[src/rtl/sample_clip_win.sv]
// Windowed grid sub-sampler with show-ahead sample FIFO.
// Define SAMPLE_CLIP_AVG_EN to average each hit with its right-hand partner.
module sample_clip_win #(
   parameter int PIX_W = 10,
   parameter int CH    = 3,
   parameter int COL_W = 10,
   parameter int ROW_W = 10,
   parameter int WIN_W = 32,
   parameter int WIN_H = 32,
   parameter int STEP  = 4,
   parameter int DEPTH = 16
) (
   input  logic                       clk,
   input  logic                       reset,
   input  logic                       frame_start,
   input  logic [COL_W-1:0]           x0,
   input  logic [ROW_W-1:0]           y0,
   input  logic                       ipix_valid,
   input  logic [CH*PIX_W-1:0]        ipixel,
   input  logic [COL_W-1:0]           icol,
   input  logic [ROW_W-1:0]           irow,
   input  logic                       rd_req,
   output logic                       o_valid,
   output logic [CH*PIX_W-1:0]        opixel,
   output logic [$clog2(WIN_W)-1:0]   o_scol,
   output logic [$clog2(WIN_H)-1:0]   o_srow,
   output logic [$clog2(DEPTH+1)-1:0] level,
   output logic                       frame_done,
   output logic                       overflow
);
   localparam int DW  = CH*PIX_W;
   localparam int SCW = $clog2(WIN_W);
   localparam int SRW = $clog2(WIN_H);
   localparam int AW  = $clog2(DEPTH);
   localparam int LW  = $clog2(DEPTH+1);
   localparam int EW  = SRW+SCW+DW;
   localparam logic [COL_W:0] CSTEP = (COL_W+1)'(STEP);
   localparam logic [ROW_W:0] RSTEP = (ROW_W+1)'(STEP);

   typedef enum logic [1:0] {IDLE, CAPTURE, DONE} state_t;

   state_t         state;
   logic [COL_W:0] x0_q;
   logic [COL_W:0] tgt_col;
   logic [ROW_W:0] tgt_row;
   logic [SCW-1:0] scol;
   logic [SRW-1:0] srow;
   logic [EW-1:0]  mem [DEPTH];
   logic [EW-1:0]  head;
   logic [AW-1:0]  wptr;
   logic [AW-1:0]  rptr;
   logic [LW-1:0]  cnt;

   logic          hit;
   logic          last_col;
   logic          last_hit;
   logic          pop;
   logic          full;
   logic          push_req;
   logic          push;
   logic          done_now;
   logic [EW-1:0] push_data;

   assign hit = (state == CAPTURE) && ipix_valid && !frame_start &&
                ({1'b0, icol} == tgt_col) &&
                ({1'b0, irow} == tgt_row);
   assign last_col = (scol == SCW'(WIN_W-1));
   assign last_hit = last_col && (srow == SRW'(WIN_H-1));

`ifdef SAMPLE_CLIP_AVG_EN
   logic                 hold_vld;
   logic                 hold_last;
   logic [DW-1:0]        hold_pix;
   logic [SRW+SCW-1:0]   hold_pos;
   logic [ROW_W-1:0]     hold_row;
   logic                 partner;
   logic [DW-1:0]        avg_pix;

   assign partner = hold_vld && ipix_valid && !frame_start;

   for (genvar c = 0; c < CH; c++) begin : g_avg
      logic [PIX_W:0] sum;
      assign sum = {1'b0, hold_pix[c*PIX_W +: PIX_W]} +
                   {1'b0, ipixel[c*PIX_W +: PIX_W]};
      assign avg_pix[c*PIX_W +: PIX_W] = sum[PIX_W:1];
   end

   assign push_req  = partner;
   assign done_now  = partner && hold_last;
   assign push_data = {hold_pos,
                       (irow == hold_row) ? avg_pix : hold_pix};

   always_ff @(posedge clk or posedge reset) begin
      if (reset) begin
         hold_vld  <= 1'b0;
         hold_last <= 1'b0;
         hold_pix  <= '0;
         hold_pos  <= '0;
         hold_row  <= '0;
      end else if (frame_start) begin
         hold_vld  <= 1'b0;
         hold_last <= 1'b0;
      end else if (hit) begin
         hold_vld  <= 1'b1;
         hold_last <= last_hit;
         hold_pix  <= ipixel;
         hold_pos  <= {srow, scol};
         hold_row  <= irow;
      end else if (partner) begin
         hold_vld  <= 1'b0;
      end
   end
`else
   assign push_req  = hit;
   assign done_now  = hit && last_hit;
   assign push_data = {srow, scol, ipixel};
`endif

   assign full = (cnt == LW'(DEPTH));
   assign pop  = rd_req && o_valid && !frame_start;
   // A full FIFO still accepts when the head leaves on the same edge.
   assign push = push_req && (!full || pop);

   always_ff @(posedge clk) begin
      if (push) mem[wptr] <= push_data;
   end

   always_ff @(posedge clk or posedge reset) begin
      if (reset) begin
         state      <= IDLE;
         x0_q       <= '0;
         tgt_col    <= '0;
         tgt_row    <= '0;
         scol       <= '0;
         srow       <= '0;
         wptr       <= '0;
         rptr       <= '0;
         cnt        <= '0;
         frame_done <= 1'b0;
         overflow   <= 1'b0;
      end else begin
         frame_done <= 1'b0;
         if (frame_start) begin
            state    <= CAPTURE;
            x0_q     <= {1'b0, x0};
            tgt_col  <= {1'b0, x0};
            tgt_row  <= {1'b0, y0};
            scol     <= '0;
            srow     <= '0;
            wptr     <= '0;
            rptr     <= '0;
            cnt      <= '0;
            overflow <= 1'b0;
         end else begin
            if (hit) begin
               if (last_col) begin
                  scol    <= '0;
                  tgt_col <= x0_q;
                  srow    <= srow + 1'b1;
                  tgt_row <= tgt_row + RSTEP;
                  if (last_hit) state <= DONE;
               end else begin
                  scol    <= scol + 1'b1;
                  tgt_col <= tgt_col + CSTEP;
               end
            end
            if (done_now) frame_done <= 1'b1;
            if (push_req && !push) overflow <= 1'b1;
            if (push) wptr <= wptr + 1'b1;
            if (pop) rptr <= rptr + 1'b1;
            if (push && !pop) cnt <= cnt + 1'b1;
            else if (pop && !push) cnt <= cnt - 1'b1;
         end
      end
   end

   assign head    = mem[rptr];
   assign o_valid = (cnt != '0);
   assign opixel  = o_valid ? head[DW-1:0] : '0;
   assign o_scol  = o_valid ? head[DW +: SCW] : '0;
   assign o_srow  = o_valid ? head[DW+SCW +: SRW] : '0;
   assign level   = cnt;

endmodule

[config.mk]
export PLATFORM = sky130hd
export DESIGN_NAME = sample_clip_win
export DESIGN_NICKNAME = d
export VERILOG_FILES = /design/src/rtl/sample_clip_win.sv
export SDC_FILE = /design/constraint.sdc
export NUM_CORES = 1
export LEC_CHECK = 0
export CAP_MARGIN = 5
export CELL_PAD_IN_SITES_DETAIL_PLACEMENT = 1
export CELL_PAD_IN_SITES_GLOBAL_PLACEMENT = 1
export CORE_MARGIN = 3
export CORE_UTILIZATION = 60
export CTS_BUF_LIST = sky130_fd_sc_hd__clkbuf_4 sky130_fd_sc_hd__clkbuf_8
export DETAILED_ROUTE_END_ITERATION = 12
export PLACE_DENSITY = 0.88
export SYNTH_ARGS = -nofsm -noshare
export SYNTH_HDL_FRONTEND = slang
export SYNTH_SLANG_ARGS = --single-unit
[constraint.sdc]
create_clock -name clk -period 11.7 [get_ports clk]
set_clock_uncertainty 0.15 [all_clocks]
set_input_delay 1.17 -clock clk [delete_from_list [all_inputs] [get_ports clk]]
set_output_delay 1.17 -clock clk [all_outputs]
set_load 0.01 [all_outputs]
Word level (Yosys, flattened, before mapping):

Memory sizes are Yosys's and may differ from the RTL's.
Index checks and enable logic that the tools add are counted.

* RAM bits: 640
* bits of input ports: 75
* output and inout port bits: 48
* memories: 1
* word-level logic and storage cells: 85
* register bits after elaboration: 59

Memory list
* mem: words 16, bits a word 40, rd ports 1, clocked after memory_dff 0, write ports 1, RTL line 48 `logic [EW-1:0] mem [DEPTH];`

* multiplexer cells: 32
* equal/unequal tests: 6
* add/sub/neg operators: 8
* reductions and logical operators: 27

Operators with widths (number)
* $mux 11: 6
* $mux 5: 11
* $mux 30: 1
* $add 11x3->11 const B: 2
* $eq 10x11->1: 2
* $mux 4: 4
* $add 5x1->5 const B: 3
* $eq 5x5->1 const B: 3
* $logic_and 1x1->1: 12
* $reduce_bool 2->1: 6
* $add 4x1->4 const B: 2
* $mux 2: 4
* $mux 1: 6
* $reduce_bool 5->1: 1
* $sub 5x1->5 const B: 1
* $logic_not 1->1: 4
* $reduce_and 3->1: 1
* $reduce_bool 3->1: 1
* $eq 2x1->1 const B: 1
* $reduce_and 2->1: 1
* $logic_or 1x1->1: 1

Depth between registers and ports, before layout:

Gate-level depths: netlist of run 1.

* depth in word-level cells: 11
* gate-level depth with buffers: 14
* depth with buffers taken out: 12

Worst setup path after synthesis of run 1:

Ideal clock, no wire load.

* path kind: input to register
* start: input port irow[7]
* end: memory mem[5][0] in the netlist's numbering, enable pin
* cell stages on the path: 7
* setup time: 0.551 ns
* arrival time: 6.479 ns
* data required time: 10.999 ns
* path slack: 4.520 ns
* buffers on the path: 2
* cell sequence: xor2_1 > nor4_2 > and4b_1 > buf_2 > nand4_4 > buf_2 > nor4b_1

* word-level cells in the longest chain between the ends: 5

RTL lines
* from (decl): RTL line 21 `input logic [ROW_W-1:0] irow,`
* $eq 10x11->1: RTL line 66 `({1'b0, irow} == tgt_row);`
* $logic_and 1x1->1: RTL line 65 `({1'b0, icol} == tgt_col) &&`
* $logic_and 1x1->1: RTL line 122 `assign push = push_req && (!full || pop);`
* $mux 1: RTL line 125 `if (push) mem[wptr] <= push_data;`
* $mux 1 (implied by the code): RTL line 125
* to (decl): RTL line 48

Every way passes these cells.

Final worst setup path of run 1:

* start: register rptr[0]
* end: output port o_srow[4]

* word-level cells in the longest chain between the ends: 2

RTL lines
* from (decl): RTL line 51 `logic [AW-1:0] rptr;`
* from (signal assigned): RTL line 170 `if (pop) rptr <= rptr + 1'b1;`
* $mem_v2 16x40
* $mux 5: RTL line 181 `assign o_srow = o_valid ? head[DW+SCW +: SRW] : '0;`
* to (decl): RTL line 26 `output logic [$clog2(WIN_H)-1:0] o_srow,`

Every way passes these cells.

==> results of run 1 <==
worst max-delay path by stage:
stage	from	endpoint	cells after the start
after floorplan	irow[7]	mem[5][0]$_DFFE_PP_	7
after global placement	rptr[0]$_DFFE_PP0P_	opixel[0]	6
after detailed placement	irow[7]	level[4]$_DFFE_PP0P_	13
after CTS	rptr[0]$_DFFE_PP0P_	o_srow[4]	6
after global routing	rptr[0]$_DFFE_PP0P_	o_srow[4]	6
final	rptr[0]$_DFFE_PP0P_	o_srow[4]	6
cells in the mapped netlist (6+ instances only):
library cell,n,area share (%)
mux2i_1,14,0.50
inv_1,24,0.32
clkbuf_1,41,0.55
ha_1,15,0.68
o21ai_0,33,0.59
and2_1,52,1.2
a31oi_1,6,0.14
nor2_1,17,0.23
mux4_2,200,16
buf_1,11,0.15
nor4_1,8,0.18
a21oi_1,14,0.25
xor2_1,27,0.85
xnor2_1,7,0.22
buf_2,16,0.29
nand2_1,43,0.58
edfxtp_1,640,69
nand3_1,15,0.27
and3_1,7,0.16
dfrtp_1,59,5.3
registers in the layout, summed over array words and instances (netlist names):
| signal | cells |
|---|---|
| rptr | 4 |
| tgt_row | 11 |
| x0_q | 10 |
| wptr | 4 |
| tgt_col | 11 |
| srow | 5 |
| level | 5 |
| state | 2 |
| overflow | 1 |
| mem | 640 |
| frame_done | 1 |
| scol | 5 |
layout by cell type, fill, tap and decap left out, types with 16 or more instances in the layout:
master and instances:
clkinv_2 16, clkdlybuf4s50_1 121, and2_1 45, o21ai_0 33, inv_1 23, mux4_2 200
clkbuf_8 108, dfrtp_1 55, edfxtp_1 640, xor2_1 27, clkbuf_4 32, buf_4 21
clkinv_1 17, nand2_1 42
power breakdown:
group	total (mW)	leakage (nW)	switching, mW	internal (mW)
Sequential	2.81	6.61	0.0764	2.74
Clock	2.07	1.10	1.02	1.05
Combinational	1.45	2.56	0.688	0.766
routing by layer:
layer	vias up	wire [µm]
met2	1102	38400
met4	2	2300
li1	5799	-
met3	164	7110
met5	-	13
met1	7805	28500
metrics by stage:
step	power, mW	utilization (%)	hold WS, ns
global route	6.55	69.7	0.356
CTS	6.37	69.7	0.342
floorplan	3.74	-	0.303
global placement	4.21	65.1	0.313
finish	6.34	69.7	0.340
detailed placement	4.27	65.1	0.329
layout make-up:
| cell class | count | area [µm²] |
|---|---|---|
| inverters | 25 | 93.8 |
| fillers | 3626 | 13800 |
| well taps | 600 | 751 |
| clock buffers | 140 | 1730 |
| flip-flops and latches | 699 | 20700 |
| clock inverters | 43 | 329 |
| repair buffers | 143 | 1370 |
| multi-input cells | 522 | 6760 |
| diodes | 2 | 5.00 |
cells by family after synthesis:
kind of cell / Yosys count
DFF: 699
muxes: 218
and+or+nand+nor: 175
buffers and inverters: 95
AOI/OAI and AO/OA: 79
xor gates and xnor gates: 34
adders and majority gates: 16
==> flow_summary.yaml, run 1 <==
status:
  status: "finished clean"
logic_synthesis:
  syn-cell-area_mm2: 0.0278
  syn_nets: 1407
  ys_seq_area_share_pct: 74.5
  synth_edf_count: 640
  ys_warn_count: 0
  synth_mux_area_share_pct: 16.9
  ys_seq_elements: 699
  synth_compound_area_share_pct: 1.75
  synth_cell_type_count: 58
  synth_top_family_by_area: "multiplexers"
  synth_xor_area_share_pct: 1.07
  synthArstFlopShare_pct: 8.44
  synthCells: 1316
  synthFlopType: "edfxtp_1"
  avgSynthCellArea_um2: 21.1
  yosys.area_share.simple_pct: 3.63
  synth-adder-area-share_pct: 0.748
clocking:
  cts.htree.levels: 3
  cts_tree: "built"
  cts_hold_buf: 0
  numCtsBuffers: 106
  cts_sinks: 699
  clock_latency_ns: 0.72
  cts_root_buffer: "clkbuf_8"
  clkTransAtPathRegs_ns: 0.08
  cts_setup_buffers: 0
  clock_path_buffers: 3
  ctsResizeCount: 0
worst_setup_path:
  r2r_cells: 12
  cp_slowest_cell: "buf_4"
  worstPathArrival_ns: 5.06
  cp.buffers_inverters: 3
  r2r_slack_ns: 7.07
  worstPathCellList: "buf_4 > buf_4 > mux4_2 > mux4_2 > and2_1 > clkdlybuf4s50_1"
  cp_top_family: "buffers and inverters"
  cp-start-kind: "flip-flop"
  crit_fanout: 48
  regToRegEndpoint: "level[4]$_DFFE_PP0P_"
  crit_required_ns: 10.38
  critPathKind: "reg2out"
  cp_slowest_stage_delay_ns: 0.87
  endpoint_kind: "output pin"
  rr_startpoint: "tgt_row[7]$_DFFE_PP0P_"
grt:
  grtUsageTotal_pct: 31.9
  grt_pass1_wl_um: 113000
  grt_use_met3_pct: 5.31
  grt_use_met1_pct: 44.9
  grt_overflow_total: 0
  grt_pass1_vias: 16114
  antenna_found_initial: 3
  grt_start_max_net_pins: 66
  use_met2_pct: 52.3
  grt-busiest-layer: "met2"
timing:
  finalSetupTns_ns: 0
  worst_slew_pin_slew_ns: 1.33
  slew_violations: 0
  finalWorstSetupSlack_ns: 5.32
  setup_violations: 0
  hold_viol_final: 0
  slew_headroom_pct: 11.3
  fmaxAchievable_mhz: 157
  post-route-period-util_pct: 54.5
  rsz0062_at_grt: "no"
  period_minus_slack_ns: 6.38
route:
  drt.antenna.violating_nets: 0
  drt_iter0_markers: 2098
  wl_um: 76300
  dr.pass1.iters: 5
  wire_per_inst_um: 35.1
  vias: 14872
  vias_per_cell: 6.84
  remaining_drc_errors: 0
cells_and_area:
  fin_area_mm2: 0.0317
  syn_to_final_growth_pct: 14.3
  stdcell_count: 2174
  layout.nets: 1588
  drive_above_1_share_pct: 26.9
min_path:
  min_path_type: "reg2reg"
  holdPathEnd: "x0_q[9]$_DFFE_PP0P_"
  min_path_cells: 1
  hold_start: "x0_q[9]$_DFFE_PP0P_"
place:
  gp_congestion: 0.763
  dpl.hpwl_um: 36100
  port_buffers: 122
  place_area_mm2: 0.0297
  post-place-ws_ns: 6.07
  placed_cells: 1989
floorplanning:
  placeableCoreArea_mm2: 0.0456
  start_util_pct: 60.9
  die_h_um: 221
  io_pins: 123
  dieArea_mm2: 0.0489
  die_x_um: 221
  rows: 78
power_and_ir_drop:
  p_per_area_mw_per_mm2: 200
  p_leak_nw: 10.3
  ir_drop_uv: 133
job:
  cap_viol_max_count: 0
Note: power is estimated with default switching activity, not from simulation.
==> inputs of run 2 (changes only) <==
--- a/config.mk
+++ b/config.mk
@@ -9,10 +9,10 @@
 export CELL_PAD_IN_SITES_DETAIL_PLACEMENT = 1
 export CELL_PAD_IN_SITES_GLOBAL_PLACEMENT = 1
 export CORE_MARGIN = 3
-export CORE_UTILIZATION = 60
+export CORE_UTILIZATION = 50
 export CTS_BUF_LIST = sky130_fd_sc_hd__clkbuf_4 sky130_fd_sc_hd__clkbuf_8
 export DETAILED_ROUTE_END_ITERATION = 12
-export PLACE_DENSITY = 0.88
+export PLACE_DENSITY = 0.78
 export SYNTH_ARGS = -nofsm -noshare
 export SYNTH_HDL_FRONTEND = slang
 export SYNTH_SLANG_ARGS = --single-unit
==> constraint.sdc (replaced) <==
create_clock -name clk -period 5.7 [get_ports clk]
set_clock_uncertainty 0.15 [all_clocks]
set_input_delay 0.57 -clock clk [delete_from_list [all_inputs] [get_ports clk]]
set_output_delay 0.57 -clock clk [all_outputs]
set_load 0.01 [all_outputs]
==> flow_summary.yaml, run 2 (synthesized netlist as in run 1, its figures left out) <==
floorplanning:
  rows: 85
  die_h_um: 242
  die_x_um: 242
  dieArea_mm2: 0.0584
  io_pins: 123
  placeableCoreArea_mm2: 0.0543
  start_util_pct: 51.1
cells_and_area:
  final_cell_mix: "edfxtp_1 (640), mux4_2 (200), clkdlybuf4s50_1 (121)"
  fillers: 4658
  largest_register_ff_count: 640
  multiInputGateArea_mm2: 0.00677
  utilization_pct: 59.4
  layout.nets: 1605
  fin_area_mm2: 0.0323
  syn_to_final_growth_pct: 16.2
  layout_commonest_cell: "edfxtp_1"
  reg_top3: "mem x640, tgt_col x11, tgt_row x11"
  drive_above_1_share_pct: 27.9
  top_register: "mem"
  seq_area_mm2: 0.0207
place:
  dpl.hpwl_um: 36000
  place_area_mm2: 0.0300
  port_buffers: 122
  gp_congestion: 0.768
timing:
  fmaxAchievable_mhz: 218
  post-route-period-util_pct: 80.5
  rsz0062_at_grt: "no"
  hold_viol_final: 0
  worst_slew_pin_slew_ns: 1.11
  slew_violations: 0
  slew_headroom_pct: 26.0
  period_minus_slack_ns: 4.59
  setup_violations: 0
route:
  remaining_drc_errors: 0
  wire_per_inst_um: 26.8
  vias_per_cell: 5.87
  wl_um: 62900
  drt.antenna.violating_nets: 0
  drt_iter0_markers: 1218
  dr.pass1.iters: 5
  vias: 13758
worst_setup_path:
  crit_fanout: 55
  endpoint_kind: "output pin"
  critPathKind: "reg2out"
  cp-start-kind: "flip-flop"
  crit_required_ns: 4.98
  worstPathArrival_ns: 3.87
clocking:
  cts_hold_buf: 0
  clock_path_buffers: 3
  cts_tree: "built"
  clkTransAtPathRegs_ns: 0.06
  numCtsBuffers: 110
  clock_latency_ns: 0.69
  cts_setup_buffers: 0
  ctsResizeCount: 0
  cts.htree.levels: 3
  cts_sinks: 699
  cts_root_buffer: "clkbuf_8"
status:
  status: "finished clean"
grt:
  antenna_found_initial: 1
  grt_pass1_wl_um: 96700
  grt_pass1_vias: 15006
  grtUsageTotal_pct: 22.0
  grt_start_max_net_pins: 65
  grt_overflow_total: 0
power_and_ir_drop:
  p_leak_nw: 10.6
  ir_drop_uv: 254
  p_per_area_mw_per_mm2: 398
min_path:
  min_path_type: "in2async"
job:
  cap_viol_max_count: 0
[run 2: stage by stage]
stage | setup TNS [ns] | hold WS (ns) | instances | worst slack [ns] | power (mW)
2_1_floorplan | -41.31 | 0.303 | 1316 | -0.517 | 7.62
3_3_place_gp | 0 | 0.317 | 2141 | 1.24 | 8.68
3_5_place_dp | 0 | 0.320 | 2141 | 1.14 | 8.74
4_1_cts | 0 | 0.229 | 2342 | 0.960 | 13.0
5_1_grt | 0 | 0.270 | 2344 | 0.837 | 13.5
6_report | 0 | 0.255 | 2344 | 1.11 | 12.9
[run 2: path summary, 6_finish.rpt]
kind,from,end,slack (ns),cells after the start
worst max-delay path,rptr[0]$_DFFE_PP0P_,opixel[11],1.11,5
worst min-delay path,reset,x0_q[6]$_DFFE_PP0P_,0.25,3
worst max register to register,tgt_col[3]$_DFFE_PP0P_,level[4]$_DFFE_PP0P_,1.62,13
worst min register to register,x0_q[9]$_DFFE_PP0P_,x0_q[9]$_DFFE_PP0P_,0.33,1
max in group asynchronous,reset,rptr[1]$_DFFE_PP0P_,4.53,3
min in group clk,y0[9],tgt_row[9]$_DFFE_PP0P_,0.29,3
[run 2: cell type report]
cell class	count	share of cell area [%]
Antenna cell	2	0.0155
Clock buffer	144	5.56
Clock inverter	57	1.35
Inverter	25	0.291
Multi-Input combinational cell	522	21.0
Sequential cell	699	64.2
Tap cell	739	2.87
Timing Repair Buffer	156	4.76
[run 2: report_power, final]
group | total, mW | internal (mW) | switching [mW] | leakage [nW]
registers | 5.79 | 5.62 | 0.169 | 6.72
logic | 2.79 | 1.56 | 1.23 | 2.67
clock network | 4.27 | 2.33 | 1.94 | 1.18
total | 12.9 | 9.51 | 3.34 | 10.6
[run 2: routing by layer]
metal	track usage [%]	part of all wire, %	up-vias
met2	36.8	51	530
li1	-	-	5842
met1	30.4	41	7293
met4	5.71	1.7	0
met5	0	0	-
met3	4.10	6.6	93
[run 2: critical path, stage by stage (launching register included)]
cell and delay, ns:
dfrtp_4 0.86, buf_12 0.44, mux4_2 0.61, mux4_2 0.50, and2_1 0.19, clkdlybuf4s50_1 0.48
